$ cat config.mk
export PLATFORM = sky130hd
export DESIGN_NAME = h_unlock_check
export DESIGN_NICKNAME = d
export VERILOG_FILES = /design/src/rtl/h_unlock_check.sv
export SDC_FILE = /design/constraint.sdc
export NUM_CORES = 1
export LEC_CHECK = 0
export CAP_MARGIN = 30
export CELL_PAD_IN_SITES_DETAIL_PLACEMENT = 1
export CELL_PAD_IN_SITES_GLOBAL_PLACEMENT = 1
export CORE_ASPECT_RATIO = 1.2
export CORE_MARGIN = 4
export CORE_UTILIZATION = 28
export CTS_BUF_LIST = sky130_fd_sc_hd__clkbuf_16
export CTS_CLUSTER_DIAMETER = 30
export CTS_CLUSTER_SIZE = 30
export DETAILED_ROUTE_END_ITERATION = 10
export DONT_BUFFER_PORTS = 1
export GPL_TIMING_DRIVEN = 0
export HOLD_SLACK_MARGIN = 0.1
export PLACE_DENSITY_LB_ADDON = 0.1
export SYNTH_ARGS = -nofsm -noshare
export SYNTH_HDL_FRONTEND = slang
export SYNTH_SLANG_ARGS = --single-unit
$ cat constraint.sdc
create_clock -name clk_in -period 2.86 [get_ports clk_in]
set_clock_uncertainty 0.05 [all_clocks]
set_input_delay 0.572 -clock clk_in [delete_from_list [all_inputs] [get_ports clk_in]]
set_output_delay 0.572 -clock clk_in [all_outputs]
set_load 0.02 [all_outputs]
$ cat src/rtl/h_unlock_check.sv
// ----------------------------------------------------------------------------
// h_unlock_check
//
// Password verification stage of the digital lock. Each release of the
// confirm button compares the keypad entry against the stored password.
// A match opens the lock for UNLOCK_TICKS cycles. MAX_TRIES consecutive
// mismatches raise the alarm for LOCKOUT_TICKS cycles. Every output is
// registered.
//
// Ports:
//   clk_in          system clock
//   rst             synchronous, active-high reset
//   enb_check       check mode enabled (entries ignored while low)
//   disable_cnt     password edit in progress (entries ignored while high)
//   confirm_button  debounced confirm level; the release is the event
//   exit_button     debounced exit level; the release is the event
//   value_16bit     current keypad entry
//   password        stored password
//   unlocked        lock is open
//   alarm           lockout is active
//   fail_cnt        consecutive mismatches since last match/lockout/reset
//   ok_pulse        one-cycle strobe on a match
//   wrong_pulse     one-cycle strobe on a mismatch
// ----------------------------------------------------------------------------
module h_unlock_check #(
    parameter int UNLOCK_TICKS  = 500_000_000,
    parameter int LOCKOUT_TICKS = 1_500_000_000,
    parameter int MAX_TRIES     = 3
) (
    input  logic        clk_in,
    input  logic        rst,
    input  logic        enb_check,
    input  logic        disable_cnt,
    input  logic        confirm_button,
    input  logic        exit_button,
    input  logic [15:0] value_16bit,
    input  logic [15:0] password,
    output logic        unlocked,
    output logic        alarm,
    output logic [1:0]  fail_cnt,
    output logic        ok_pulse,
    output logic        wrong_pulse
);

    localparam int MAX_TICKS = (UNLOCK_TICKS > LOCKOUT_TICKS) ? UNLOCK_TICKS : LOCKOUT_TICKS;
    // Guard against a zero-width timer for degenerate tick counts.
    localparam int TW = (MAX_TICKS > 1) ? $clog2(MAX_TICKS) : 1;
    localparam logic [TW-1:0] UNLOCK_LOAD  = TW'(UNLOCK_TICKS - 1);
    localparam logic [TW-1:0] LOCKOUT_LOAD = TW'(LOCKOUT_TICKS - 1);
    localparam logic [2:0]    TRIES_LIMIT  = 3'(MAX_TRIES);

    typedef enum logic [1:0] {
        ST_LOCKED   = 2'd0,
        ST_UNLOCKED = 2'd1,
        ST_ALARM    = 2'd2
    } state_t;

    state_t          state_reg, state_next;
    logic [TW-1:0]   timer_reg, timer_next;
    logic [1:0]      fail_cnt_reg, fail_cnt_next;
    logic            unlocked_reg, unlocked_next;
    logic            alarm_reg, alarm_next;
    logic            ok_pulse_reg, ok_pulse_next;
    logic            wrong_pulse_reg, wrong_pulse_next;
    logic            conf_q_reg, exit_q_reg;

    logic            confirm_evt, exit_evt, check_evt, is_match, timer_done;
    logic [2:0]      tries_after;

    // A press is acted on when the button is released (high then low).
    assign confirm_evt = conf_q_reg & ~confirm_button;
    assign exit_evt    = exit_q_reg & ~exit_button;
    assign check_evt   = confirm_evt & enb_check & ~disable_cnt;
    assign is_match    = (value_16bit == password);
    assign timer_done  = (timer_reg == '0);
    assign tries_after = {1'b0, fail_cnt_reg} + 3'd1;

    // State register plus all registered outputs.
    always_ff @(posedge clk_in) begin
        if (rst) begin
            state_reg       <= ST_LOCKED;
            timer_reg       <= '0;
            fail_cnt_reg    <= 2'd0;
            unlocked_reg    <= 1'b0;
            alarm_reg       <= 1'b0;
            ok_pulse_reg    <= 1'b0;
            wrong_pulse_reg <= 1'b0;
            conf_q_reg      <= 1'b0;
            exit_q_reg      <= 1'b0;
        end else begin
            state_reg       <= state_next;
            timer_reg       <= timer_next;
            fail_cnt_reg    <= fail_cnt_next;
            unlocked_reg    <= unlocked_next;
            alarm_reg       <= alarm_next;
            ok_pulse_reg    <= ok_pulse_next;
            wrong_pulse_reg <= wrong_pulse_next;
            conf_q_reg      <= confirm_button;
            exit_q_reg      <= exit_button;
        end
    end

    // Next-state logic.
    always_comb begin
        state_next = state_reg;
        case (state_reg)
            ST_LOCKED: begin
                if (check_evt) begin
                    if (is_match)
                        state_next = ST_UNLOCKED;
                    else if (tries_after >= TRIES_LIMIT)
                        state_next = ST_ALARM;
                end
            end
            ST_UNLOCKED: begin
                // Exit and expiry both simply relock; coincidence is harmless.
                if (timer_done || exit_evt)
                    state_next = ST_LOCKED;
            end
            ST_ALARM: begin
                if (timer_done)
                    state_next = ST_LOCKED;
            end
            default: state_next = ST_LOCKED;
        endcase
    end

    // Output / datapath logic; results are captured by the register above.
    always_comb begin
        timer_next       = '0;
        fail_cnt_next    = fail_cnt_reg;
        ok_pulse_next    = 1'b0;
        wrong_pulse_next = 1'b0;
        case (state_reg)
            ST_LOCKED: begin
                if (check_evt) begin
                    if (is_match) begin
                        fail_cnt_next = 2'd0;
                        timer_next    = UNLOCK_LOAD;
                        ok_pulse_next = 1'b1;
                    end else if (tries_after >= TRIES_LIMIT) begin
                        fail_cnt_next    = 2'd0;
                        timer_next       = LOCKOUT_LOAD;
                        wrong_pulse_next = 1'b1;
                    end else begin
                        fail_cnt_next    = tries_after[1:0];
                        wrong_pulse_next = 1'b1;
                    end
                end
            end
            ST_UNLOCKED, ST_ALARM: begin
                // Count down while staying; leaving resets the timer to 0.
                if (state_next == state_reg && !timer_done)
                    timer_next = timer_reg - 1'b1;
            end
            default: timer_next = '0;
        endcase
        unlocked_next = (state_next == ST_UNLOCKED);
        alarm_next    = (state_next == ST_ALARM);
    end

    assign unlocked    = unlocked_reg;
    assign alarm       = alarm_reg;
    assign fail_cnt    = fail_cnt_reg;
    assign ok_pulse    = ok_pulse_reg;
    assign wrong_pulse = wrong_pulse_reg;

endmodule

=== Word-level counts from Yosys, hierarchy flattened ===
Cells that the tools add are included.

* Latch bits: 0
* Memories: 0
* Output and inout bits: 6
* Bits in writable memories: 0
* Register bits after elaboration: 41
* ROM bits: 0
* Input bits: 38

* Eq/ne operators: 6
* Bitwise operators: 9
* Shift operators: 0
* $lt $le $gt $ge: 1
* $mul: 0
* Reduce and logical (&&, ||, !) cells: 8
* Add/subtract/negate cells: 2
* Multiplexer cells: 15
* Div/mod/pow operators: 0

{| class="wikitable"
|+ Operators with widths
! cell !! number
|-
| two-way mux 31 bit || 4
|-
| one-hot mux 31 bit (2 select lines) || 1
|-
| logical NOT 31 bit || 1
|-
| subtractor 31 x 1 -> 31 bit (second input constant) || 1
|-
| equality test 16 bit || 1
|-
| two-way mux 2 bit || 7
|-
| one-hot mux 2 bit (3 select lines) || 1
|-
| NOT 1 bit || 5
|-
| AND 1 bit || 4
|-
| equality test 2 x 1 -> 1 bit (second input constant) || 2
|-
| equality test 2 bit (second input constant) || 2
|-
| adder 2 x 1 -> 3 bit (second input constant) || 1
|-
| >= comparator 3 x 2 -> 1 bit (second input constant) || 1
|-
| OR reduction 3 bit || 1
|-
| equality test 2 bit || 1
|-
| logical NOT 2 bit || 1
|-
| two-way mux 1 bit || 2
|-
| AND reduction 2 bit || 1
|-
| OR reduction 2 bit || 1
|-
| logical AND 1 bit || 1
|-
| logical NOT 1 bit || 1
|-
| logical OR 1 bit || 1
|}

=== Longest topological paths before layout ===
* Word-level depth: 10
* Gate-level depth with buffers: 12
* Gate-level depth less buffers: 8

=== Least setup slack after synthesis ===
Ideal clock, no wire load.

* Kind: register to register
* Start point: register timer_reg[0]
* End point: register timer_reg[28]
* Path buffers: 4
* Slack: -0.278 ns
* Cell stages (with the launch flop): 13
* Required time: 2.675 ns
* Arrival: 2.952 ns
* Path through: dfxtp_1 > inv_1 > ha_1 > or4b_1 > buf_2 > or4_1 > buf_2 > or4_1 > buf_2 > and3_4 > a32oi_4 > buf_6 > o31ai_1

* Word-level cells in the longest chain between the ends: 8
* Elaborated cells between the ends (all ways): 11
* Those cells by class: add/sub (1); eq/ne (1); mux (5); reduce/logical (4)

{| class="wikitable"
|+ Ends and longest elaborated chain
! item !! line !! RTL
|-
| start, declared || 59 || <nowiki>logic [TW-1:0] timer_reg, timer_next;</nowiki>
|-
| start signal, assigned || 92 || <nowiki>timer_reg <= timer_next;</nowiki>
|-
| logical NOT 31 bit || 75 || <nowiki>assign timer_done = (timer_reg == '0);</nowiki>
|-
| logical OR 1 bit || 117 || <nowiki>if (timer_done || exit_evt)</nowiki>
|-
| two-way mux 2 bit || 117 ||
|-
| one-hot mux 2 bit (3 select lines) || 106 || <nowiki>case (state_reg)</nowiki>
|-
| equality test 2 bit || 153 || <nowiki>if (state_next == state_reg && !timer_done)</nowiki>
|-
| logical AND 1 bit || 153 ||
|-
| two-way mux 31 bit (*) || 153 ||
|-
| one-hot mux 31 bit (2 select lines) (*) || 134 || <nowiki>case (state_reg)</nowiki>
|}

Mark *: on every way between the ends. The rest lies on a longest branch, timed or not.
A chain may end at the register's enable or synchronous reset.

=== Worst setup path after layout ===
* Start point: register timer_reg[1]
* End point: register timer_reg[13]

Same word-level chain as after synthesis.

==> impl_metrics.toml <==
[cells_and_area]
nets = 305
mostFrequentLayoutCell = "dfxtp_1"
n_fill_cell = 877
largest_register_ff_count = 31
syn_to_final_growth_pct = 25.2
n_antenna_cell = 0
drive_gt1_frac = 0.229
final_cell_mix = "dfxtp_1 (38), xor2_1 (26), nor3_1 (21)"
design_area_um2 = 2750
regArea_um2 = 825
multiInputGateArea_um2 = 1400

[power_and_ir_drop]
peakVddDrop_v = 0.000183
p_comb_frac = 0.023
p_int_mw = 0.899
power.density_nw_per_um2 = 411
clkPwrFrac = 0.469
power_frac_seq = 0.508
swShare = 0.204
fin_total_pwr_mw = 1.13
netSwitchingPower_mw = 0.231
leakagePower_nw = 1.14

[timing]
worst_slack_ns = -0.118
period_share = 1.04
fmax_ghz = 0.336
tightestPinTransition_ns = 0.946
slew_headroom = 0.361
setup-violations-final = 31
finalCriticalPeriod_ns = 2.98
slew_violations = 0
hold_viol = 0
rsz0062_at_grt = "true"
setup_tns_ns = -2.94

[grt]
grt_pass1_wl_um = 10100
grt_max_degree = 12
overflow = 0
grtUsageMet1 = 0.170
grtUsageMet3 = 0.0276
grt.met2_usage = 0.235
antenna_found_initial = 0
grt.busiest_layer = "met2"
grt_use_total = 0.138
grt_pass1_vias = 1955

[floorplan]
dieArea_um2 = 9320
fp.dieH_um = 105
io_pins = 44
rows = 35
start_util = 0.286
core-area_um2 = 7660
die_x_um = 88.8

[outcome]
status = "finished, violations left"
violations = "negative setup slack"

[synthesis]
ys_async_sr_fraction = 0
synth_flop_cell = "dfxtp_1"
yosysUniqueCellTypes = 36
syn_area_um2 = 2190
ys_warn_count = 0
synth_edf_count = 0
syn_inst = 241
synth-seq-cells = 41
syn_nets = 284
synth_area_per_cell_um2 = 9.11
synth.area.top_cells = "dfxtp_1 (37%), xor2_1 (10%), o31ai_1 (8.2%)"
yosysSeqAreaShare = 0.374
yosysTopAreaCell = "dfxtp_1"
synth.top_cell.area_share = 0.374

[hold_path]
whs_endpoint = "conf_q_reg$_SDFF_PP0_"
hp-start = "confirm_button"
hp-class = "primary input to flip-flop"
min_path_cells = 1

[cts]
clockRootBuffer = "clkbuf_16"
cts_inserted_buffers = 5
clk_pin_slew_ns = 0.06
clock_sinks = 41
clkLatencyLatePin_ns = 0.28
cts-htree-levels = 2
cts_tree = "built"
clock_path_buffers = 2

[worst_setup_path]
cp_max_fo = 7
criticalPathCategory = "flip-flop to flip-flop"
rrSetupSlack_ns = -0.12
reg2reg_depth = 10
crit_required_ns = 2.94
start_kind = "flip-flop"
cp.arrival_ns = 3.06
cp-end-kind = "flip-flop"
r2r_end = "timer_reg[13]$_SDFF_PP0_"
r2r_start = "timer_reg[1]$_SDFF_PP0_"
startpoint = "timer_reg[1]$_SDFF_PP0_"

[route]
dr_total_vias = 1852
first_iter_violations = 49
antenna_left = 0
drt_wl_total_um = 6220
routedWlPerCell_um = 17.6
dr.pass1.iters = 4
via_per_inst = 5.23
drc_errors = 0

[placed_design]
io_buffer_count = 0
hpwl_um = 4270
gp_congestion = 0.733
place_area_um2 = 2340

[job]
max_cap_viol_count = 0
-- area by class of cell --
type,instances,area share
Clock inverter,2,0.00273
Sequential cell,41,0.300
Buffer,9,0.0273
Tap cell,92,0.0419
Timing Repair Buffer,17,0.0624
Inverter,7,0.00956
Clock buffer,5,0.0455
Multi-Input combinational cell,181,0.510
-- through the flow --
step	instances	hold WS (ns)	utilization	setup WS [ns]
after CTS	352	0.371	0.345	-0.289
final	354	0.373	0.359	-0.118
after detailed placement	333	0.425	0.305	-0.415
after global placement	333	0.416	0.305	-0.424
after global routing	354	0.377	0.359	-0.224
after floorplan	241	0.391	-	-0.134
-- synth_stat cells, drive strengths merged (3+ instances only) --
cell type and number:
nor3 21, ha 5, nand4 3, dfxtp 41
nand2 11, o31ai 24, or3 5, xor2 26
buf 8, nor4 13, nand2b 3, nand3 8
inv 7, or4 8, nor2 14, xnor2 18
clkbuf 4
-- per-layer routing --
| metal | routed length [um] | vias up |
|---|---|---|
| met1 | 2750 | 885 |
| met5 | 0 | - |
| met2 | 3100 | 38 |
| met3 | 271 | 9 |
| li1 | - | 920 |
| met4 | 93 | 0 |
-- repair_timing --
item                                    CTS  global route
hold buffers                              0             0
pin swaps                                 4             7
endpoints found under the setup margin   34            34
gates resized for setup                  17            20
gates cloned                              3             0
buffers inserted                         10             4
hold endpoints to repair                  0             0
-- worst max path at each step --
| stage | endpoint | slack (ns) | cells after the start |
|---|---|---|---|
| finish | timer_reg[13]$_SDFF_PP0_ | -0.12 | 10 |
| global placement | timer_reg[28]$_SDFF_PP0_ | -0.42 | 8 |
| detailed placement | timer_reg[28]$_SDFF_PP0_ | -0.41 | 8 |
| floorplan | timer_reg[0]$_SDFF_PP0_ | -0.13 | 12 |
| CTS | timer_reg[0]$_SDFF_PP0_ | -0.29 | 12 |
| global route | timer_reg[19]$_SDFF_PP0_ | -0.22 | 10 |
-- kinds of logic after synthesis --
family / synth area share
XOR/XNOR: 0.176
flip-flops: 0.374
multiplexers: 0.00456
AO/OA/AOI/OAI: 0.131
adder cells (fa/ha/maj): 0.0285
AND/OR/NAND/NOR: 0.241
buffers and inverters: 0.0456
-- power groups by stage --
stage / sequential (mW) / clock, mW / combinational [mW]
floorplan: 0.587 / 0 / 0.0219
global placement: 0.587 / 0 / 0.0252
finish: 0.574 / 0.530 / 0.0256
CTS: 0.574 / 0.551 / 0.0263
global route: 0.574 / 0.577 / 0.0289
detailed placement: 0.587 / 0 / 0.0261
-- worst max-delay path: stages, from the launching register on --
cell	delay [ns]
dfxtp_2	0.32
inv_2	0.07
ha_4	0.13
or4b_4	0.46
or4_4	0.54
or4_4	0.47
and3_4	0.21
a32oi_4	0.21
buf_12	0.18
buf_8	0.13
o31ai_1	0.06
No activity file was read; power rests on OpenSTA's default activity.
